File: src/rtl/load_unit_pkg.sv
// Shared definitions for the load path: access-size codes, the load-unit
// state encoding, and the alignment rule used to reject bad requests.
package load_unit_pkg;

   // Access-size codes, shared with the store path and the control FSM.
   localparam logic [1:0] SZ_WORD = 2'b00;
   localparam logic [1:0] SZ_HALF = 2'b01;
   localparam logic [1:0] SZ_BYTE = 2'b10;
   localparam logic [1:0] SZ_RSVD = 2'b11;

   // Load-unit control states.
   typedef enum logic [2:0] {
      IDLE = 3'd0,
      REQ  = 3'd1,
      WAIT = 3'd2,
      DONE = 3'd3,
      ERR  = 3'd4
   } lu_state_e;

   // A request is rejected when the size is reserved, or when a halfword or
   // word does not start on its natural boundary. Bytes are always aligned.
   function automatic logic is_misaligned(input logic [1:0] sz,
                                          input logic [1:0] offset);
      logic bad;
      bad = 1'b0;
      case (sz)
         SZ_WORD: bad = (offset != 2'b00);
         SZ_HALF: bad = offset[0];
         SZ_BYTE: bad = 1'b0;
         default: bad = 1'b1;
      endcase
      return bad;
   endfunction

endpackage

File: src/rtl/load_extract.sv
// Lane select and extension for loads: picks the addressed byte, halfword or
// word out of a little-endian memory word and sign- or zero-extends it.
// Purely combinational.
module load_extract
   import load_unit_pkg::*;
(
   input  logic [31:0] word_in,
   input  logic [1:0]  offset,
   input  logic [1:0]  size,
   input  logic        sign_ext,
   output logic [31:0] data_out
);

   logic [7:0]  byte_sel;
   logic [15:0] half_sel;

   // Route the addressed byte and halfword lanes down to bit 0.
   always_comb begin
      // NOTE: every signal driven here gets a value before any branch, so no
      // path through the block can leave it unassigned and infer a latch.
      byte_sel = word_in[7:0];
      half_sel = word_in[15:0];
      case (offset)
         2'd0:    byte_sel = word_in[7:0];
         2'd1:    byte_sel = word_in[15:8];
         2'd2:    byte_sel = word_in[23:16];
         default: byte_sel = word_in[31:24];
      endcase
      // Halfword loads only reach here with offset 0 or 2.
      if (offset[1]) begin
         half_sel = word_in[31:16];
      end
   end

   // Widen the selected lane to 32 bits; word loads pass through untouched.
   always_comb begin
      data_out = word_in;
      case (size)
         SZ_HALF: data_out = {{16{sign_ext & half_sel[15]}}, half_sel};
         SZ_BYTE: data_out = {{24{sign_ext & byte_sel[7]}}, byte_sel};
         default: data_out = word_in;
      endcase
   end

endmodule

File: src/rtl/load_unit.sv
// Load unit (MDR side of the data-memory path). Latches a load request,
// issues one word-aligned read, waits the fixed memory latency, then
// registers the extracted and extended result with a one-cycle done pulse.
// Misaligned or reserved-size requests finish immediately with err and never
// touch memory. Every output is a register or a decode of the state register.
module load_unit
   import load_unit_pkg::*;
#(
   parameter int MEM_LAT = 1
) (
   input  logic        clk,
   input  logic        reset_n,
   input  logic        start,
   input  logic [31:0] addr,
   input  logic [1:0]  size,
   input  logic        sign_ext,
   output logic [31:0] mem_addr,
   output logic        mem_rd,
   input  logic [31:0] mem_rdata,
   output logic        busy,
   output logic        done,
   output logic        err,
   output logic [31:0] load_data
);

   // Wide enough to hold MEM_LAT itself.
   localparam int CNT_W = $clog2(MEM_LAT + 1);

   if (MEM_LAT < 1) begin : g_lat_check
      $error("load_unit: MEM_LAT must be at least 1");
   end

   lu_state_e        state_q, state_d;
   logic [CNT_W-1:0] cnt_q, cnt_d;
   logic [31:0]      addr_q, addr_d;
   logic [1:0]       size_q, size_d;
   logic             sext_q, sext_d;
   logic [31:0]      load_data_q, load_data_d;
   logic [31:0]      extract_data;

   // Lane select works from the latched request only, so the requester may
   // move on to the next address as soon as start has been accepted.
   load_extract u_extract (
      .word_in  (mem_rdata),
      .offset   (addr_q[1:0]),
      .size     (size_q),
      .sign_ext (sext_q),
      .data_out (extract_data)
   );

   // State, latency counter, latched request and MDR.
   always_ff @(posedge clk or negedge reset_n) begin
      if (!reset_n) begin
         // NOTE: state updates use non-blocking assignment so every register
         // samples the pre-edge values and ordering between blocks is moot.
         state_q     <= IDLE;
         cnt_q       <= '0;
         addr_q      <= '0;
         size_q      <= SZ_WORD;
         sext_q      <= 1'b0;
         load_data_q <= '0;
      end else begin
         state_q     <= state_d;
         cnt_q       <= cnt_d;
         addr_q      <= addr_d;
         size_q      <= size_d;
         sext_q      <= sext_d;
         load_data_q <= load_data_d;
      end
   end

   // Next-state logic: accept in IDLE, one read strobe, count down, capture.
   always_comb begin
      state_d     = state_q;
      cnt_d       = cnt_q;
      addr_d      = addr_q;
      size_d      = size_q;
      sext_d      = sext_q;
      load_data_d = load_data_q;

      case (state_q)
         IDLE: begin
            if (start) begin
               addr_d = addr;
               size_d = size;
               sext_d = sign_ext;
               if (is_misaligned(size, addr[1:0])) begin
                  state_d = ERR;
               end else begin
                  state_d = REQ;
               end
            end
         end

         REQ: begin
            cnt_d   = CNT_W'(MEM_LAT);
            state_d = WAIT;
         end

         WAIT: begin
            cnt_d = cnt_q - CNT_W'(1);
            // Read data is valid in the last counted cycle.
            if (cnt_q == CNT_W'(1)) begin
               load_data_d = extract_data;
               state_d     = DONE;
            end
         end

         // Completion states last one cycle; start seen here is dropped.
         DONE:    state_d = IDLE;
         ERR:     state_d = IDLE;
         default: state_d = IDLE;
      endcase
   end

   // Outputs are pure decodes of registered state.
   assign mem_rd    = (state_q == REQ);
   assign mem_addr  = {addr_q[31:2], 2'b00};
   assign busy      = (state_q != IDLE);
   assign done      = (state_q == DONE) || (state_q == ERR);
   assign err       = (state_q == ERR);
   assign load_data = load_data_q;

endmodule

File: config.mk
export PLATFORM = sky130hd
export DESIGN_NAME = load_unit
export DESIGN_NICKNAME = d
export VERILOG_FILES = /design/src/rtl/load_unit_pkg.sv /design/src/rtl/load_extract.sv /design/src/rtl/load_unit.sv
export SDC_FILE = /design/constraint.sdc
export NUM_CORES = 1
export LEC_CHECK = 0
export ABC_AREA = 1
export CELL_PAD_IN_SITES_DETAIL_PLACEMENT = 0
export CELL_PAD_IN_SITES_GLOBAL_PLACEMENT = 2
export CORE_UTILIZATION = 28
export CTS_CLUSTER_DIAMETER = 150
export DETAILED_ROUTE_END_ITERATION = 10
export PLACE_DENSITY = 0.85
export SLEW_MARGIN = 10
export SYNTH_ARGS = -nofsm -noshare
export SYNTH_HDL_FRONTEND = slang
export SYNTH_SLANG_ARGS = --single-unit
File: constraint.sdc
create_clock -name clk -period 2.5 [get_ports clk]
set_input_delay 0.625 -clock clk [delete_from_list [all_inputs] [get_ports clk]]
set_output_delay 0.625 -clock clk [all_outputs]
set_load 0.03 [all_outputs]
==> results.tsv <==
stage	metric	value	unit
placement	Port Buf Inserts	135	
yosys	Yosys top cell by area	dfrtp_1	
yosys	Yosys cell types	26	
sta	Post-Route Setup TNS	0	ns
power	IR drop worst, VDD	0.000598	V
yosys	Yosys top cell area share	45.3	%
cells_and_area	most frequent cells in the layout	clkdlybuf4s50_1 (132), nand2_1 (107), dfrtp_1 (71)	
hold_path	hold crit path type	primary input to async pin	
critical_path	CP Capture Type	output port	
sta	Final period util	92.0	%
drt	vias per inst	4.34	
clock_tree	cts repair resizes	1	
global_route	met3 usage	5.75	%
cells_and_area	share of cells above drive strength 1	16.8	%
floorplanning	total die area	14500	µm²
global_route	first-pass GRT wire length	16.4	mm
run_status	status	completed	
yosys	Avg Inst Size Synth	9.07	µm²
clock_tree	worst skew pair latency	0.33	ns
clock_tree	TritonCTS clock tree	done	
floorplanning	Site Rows	42	
critical_path	Crit path arrival time	1.68	ns
clock_tree	Max clock buf depth	2	
clock_tree	H-tree level count	3	
clock_tree	total clock buffers created by CTS	9	
sta	final hold vios	0	
yosys	register area share after synthesis	45.3	%
cells_and_area	Layout area overhead	39.7	%
sta	final slew viol count	0	
yosys	Cells after Synth	432	
yosys	mapped cell area	3920	µm²
floorplanning	Die Y	120	µm
clock_tree	clk slew on worst S/H paths	0.06	ns
floorplanning	core area	13500	µm²
sta	Hold Slack	0.214	ns
critical_path	start of the worst register-to-register path	size_q[1]	
sta	RSZ-0062 raised after global routing	false	
critical_path	reg2reg end	load_data[6]	
critical_path	crit path kind	flip-flop to output port	
sta	Final setup viols	0	
yosys	flops & latches, synth	71	
yosys	synth top area cells	dfrtp_1 (45%), mux2_4 (11%), nand2_1 (10%)	
sta	Worst-Margin Slew	0.636	ns
global_route	GRT Util Overall	14.7	%
clock_tree	clk root buf	clkbuf_16	
cells_and_area	most common cell after layout, fill and taps aside	clkdlybuf4s50_1	
critical_path	worst reg2reg path depth	9	
clock_tree	quantity of hold-fixing buffers added after cts	0	
global_route	met2 Track Usage GR	23.6	%
drt	DRC viols	0	
critical_path	required time of the critical path	1.88	ns
critical_path	startpoint types	flip-flop	
flow_run	number of max-cap violations	0	
cells_and_area	fin nets	604	
floorplanning	Starting Density	29.1	%
clock_tree	CTS Sinks	71	
placement	pre-CTS setup slack	0.353	ns
power	Leakage	0.00266	µW
floorplanning	num ports	138	
drt	wire per inst	14.3	µm
drt	via count	3091	
global_route	number of global-route vias before repair	3262	
drt	TritonRoute pass-1 iters	4	
cells_and_area	fin util	40.7	%
global_route	GR peak layer	met2	
global_route	pin count of the biggest net entering global routing	48	
placement	DP HPWL	7.49	mm
cells_and_area	Antenna Cells	0	
sta	final worst setup slack	0.199	ns
drt	drt first-iter violations	167	
placement	gpl congestion	0.790	
power	power density over the cells	1520	nW/µm²
floorplanning	die span in x	120	µm
sta	minimum clock period after layout	2.30	ns
sta	clk_skew	0.00532	ns
drt	Total Wirelength	10.2	mm
critical_path	reg-to-reg slack, setup	0.68	ns
sta	relative slew slack	57.5	%
global_route	GRT met1 Usage	18.5	%
critical_path	crit-path max FO	3	
yosys	yosys warns	0	
global_route	initial antenna violation count	0	
global_route	GR Overflow Total	0	
sta	maximum clock rate	0.435	GHz
clock_tree	Post-CTS Setup Bufs	0	
drt	Final ANT Viol Nets	0	
==> critical path, stage by stage (launching register included) <==
cell and delay [ns]:
dfrtp_1 0.40, inv_1 0.10, nand2_1 0.08, nor2_1 0.09
clkdlybuf4s50_1 0.67
==> synth_stat cells, drive strengths merged <==
| library cell | instances |
|---|---|
| buf | 46 |
| nor2 | 11 |
| o22ai | 2 |
| clkbuf | 6 |
| conb | 1 |
| nor3 | 1 |
| dfrtp | 71 |
| mux2 | 30 |
| a21oi | 58 |
| nand2 | 113 |
| o21ai | 19 |
| o211ai | 3 |
| ha | 2 |
| clkinv | 1 |
| o21bai | 1 |
| inv | 44 |
| or2 | 17 |
| nand3 | 6 |
==> final cells by class <==
| type | instances | area [µm²] |
|---|---|---|
| clock buffer | 12 | 256 |
| fill | 1410 | 7980 |
| timing repair buffer | 140 | 1400 |
| clock inverter | 4 | 52.6 |
| sequential | 71 | 1780 |
| multi-input combinational | 265 | 1600 |
| inverter | 45 | 169 |
| tap | 176 | 220 |
==> flip-flops by register name, indices dropped and copies added, names as in the netlist <==
name and cells:
cnt_q 1, state_q 3, load_data 32, size_q 2, sext_q 1, addr_q 32
==> metrics by stage <==
| stage | power [µW] | cells | instance area (µm²) |
|---|---|---|---|
| 2_1_floorplan | 5740 | 433 | 3920 |
| 3_5_place_dp | 7040 | 697 | 5160 |
| 5_1_grt | 8900 | 713 | 5470 |
| 4_1_cts | 8410 | 713 | 5470 |
| 6_report | 8300 | 713 | 5470 |
| 3_3_place_gp | 6970 | 697 | 5160 |
==> how the worst max path moves through the flow <==
stage                         to  slack, ns  startpoint  cells past startpoint
after floorplan             done       0.68  state_q[0]                      2
after global placement      done       0.37  state_q[0]                      3
after detailed placement    done       0.35  state_q[1]                      3
after CTS                    err       0.03  state_q[1]                      3
after global routing      mem_rd       0.13  state_q[2]                      4
final                     mem_rd       0.20  state_q[2]                      4
==> logic make-up (layout without fill, tap and decap cells) <==
group / Yosys count / count (layout) / share of synthesized area, %
adder cells (fa/ha/maj): 2 / 2 / 0.638
other: 1 / 2 / 0.0957
buffers and inverters: 97 / 201 / 14.0
AND/OR/NAND/NOR: 148 / 148 / 16.6
flip-flops: 71 / 71 / 45.3
AO/OA/AOI/OAI: 83 / 83 / 11.9
multiplexers: 30 / 30 / 11.5
==> report_power, final <==
part | switching, µW | internal [µW]
Combinational | 2770 | 2100
Sequential | 358 | 1740
Clock | 497 | 831
==> routing by layer <==
metal | up-vias | share of wire [%]
met3 | 7 | 9.3
met5 | - | 0
met1 | 1434 | 45
li1 | 1535 | -
met4 | 0 | 0.87
met2 | 115 | 45
Note: power is estimated with default switching activity, not from simulation.
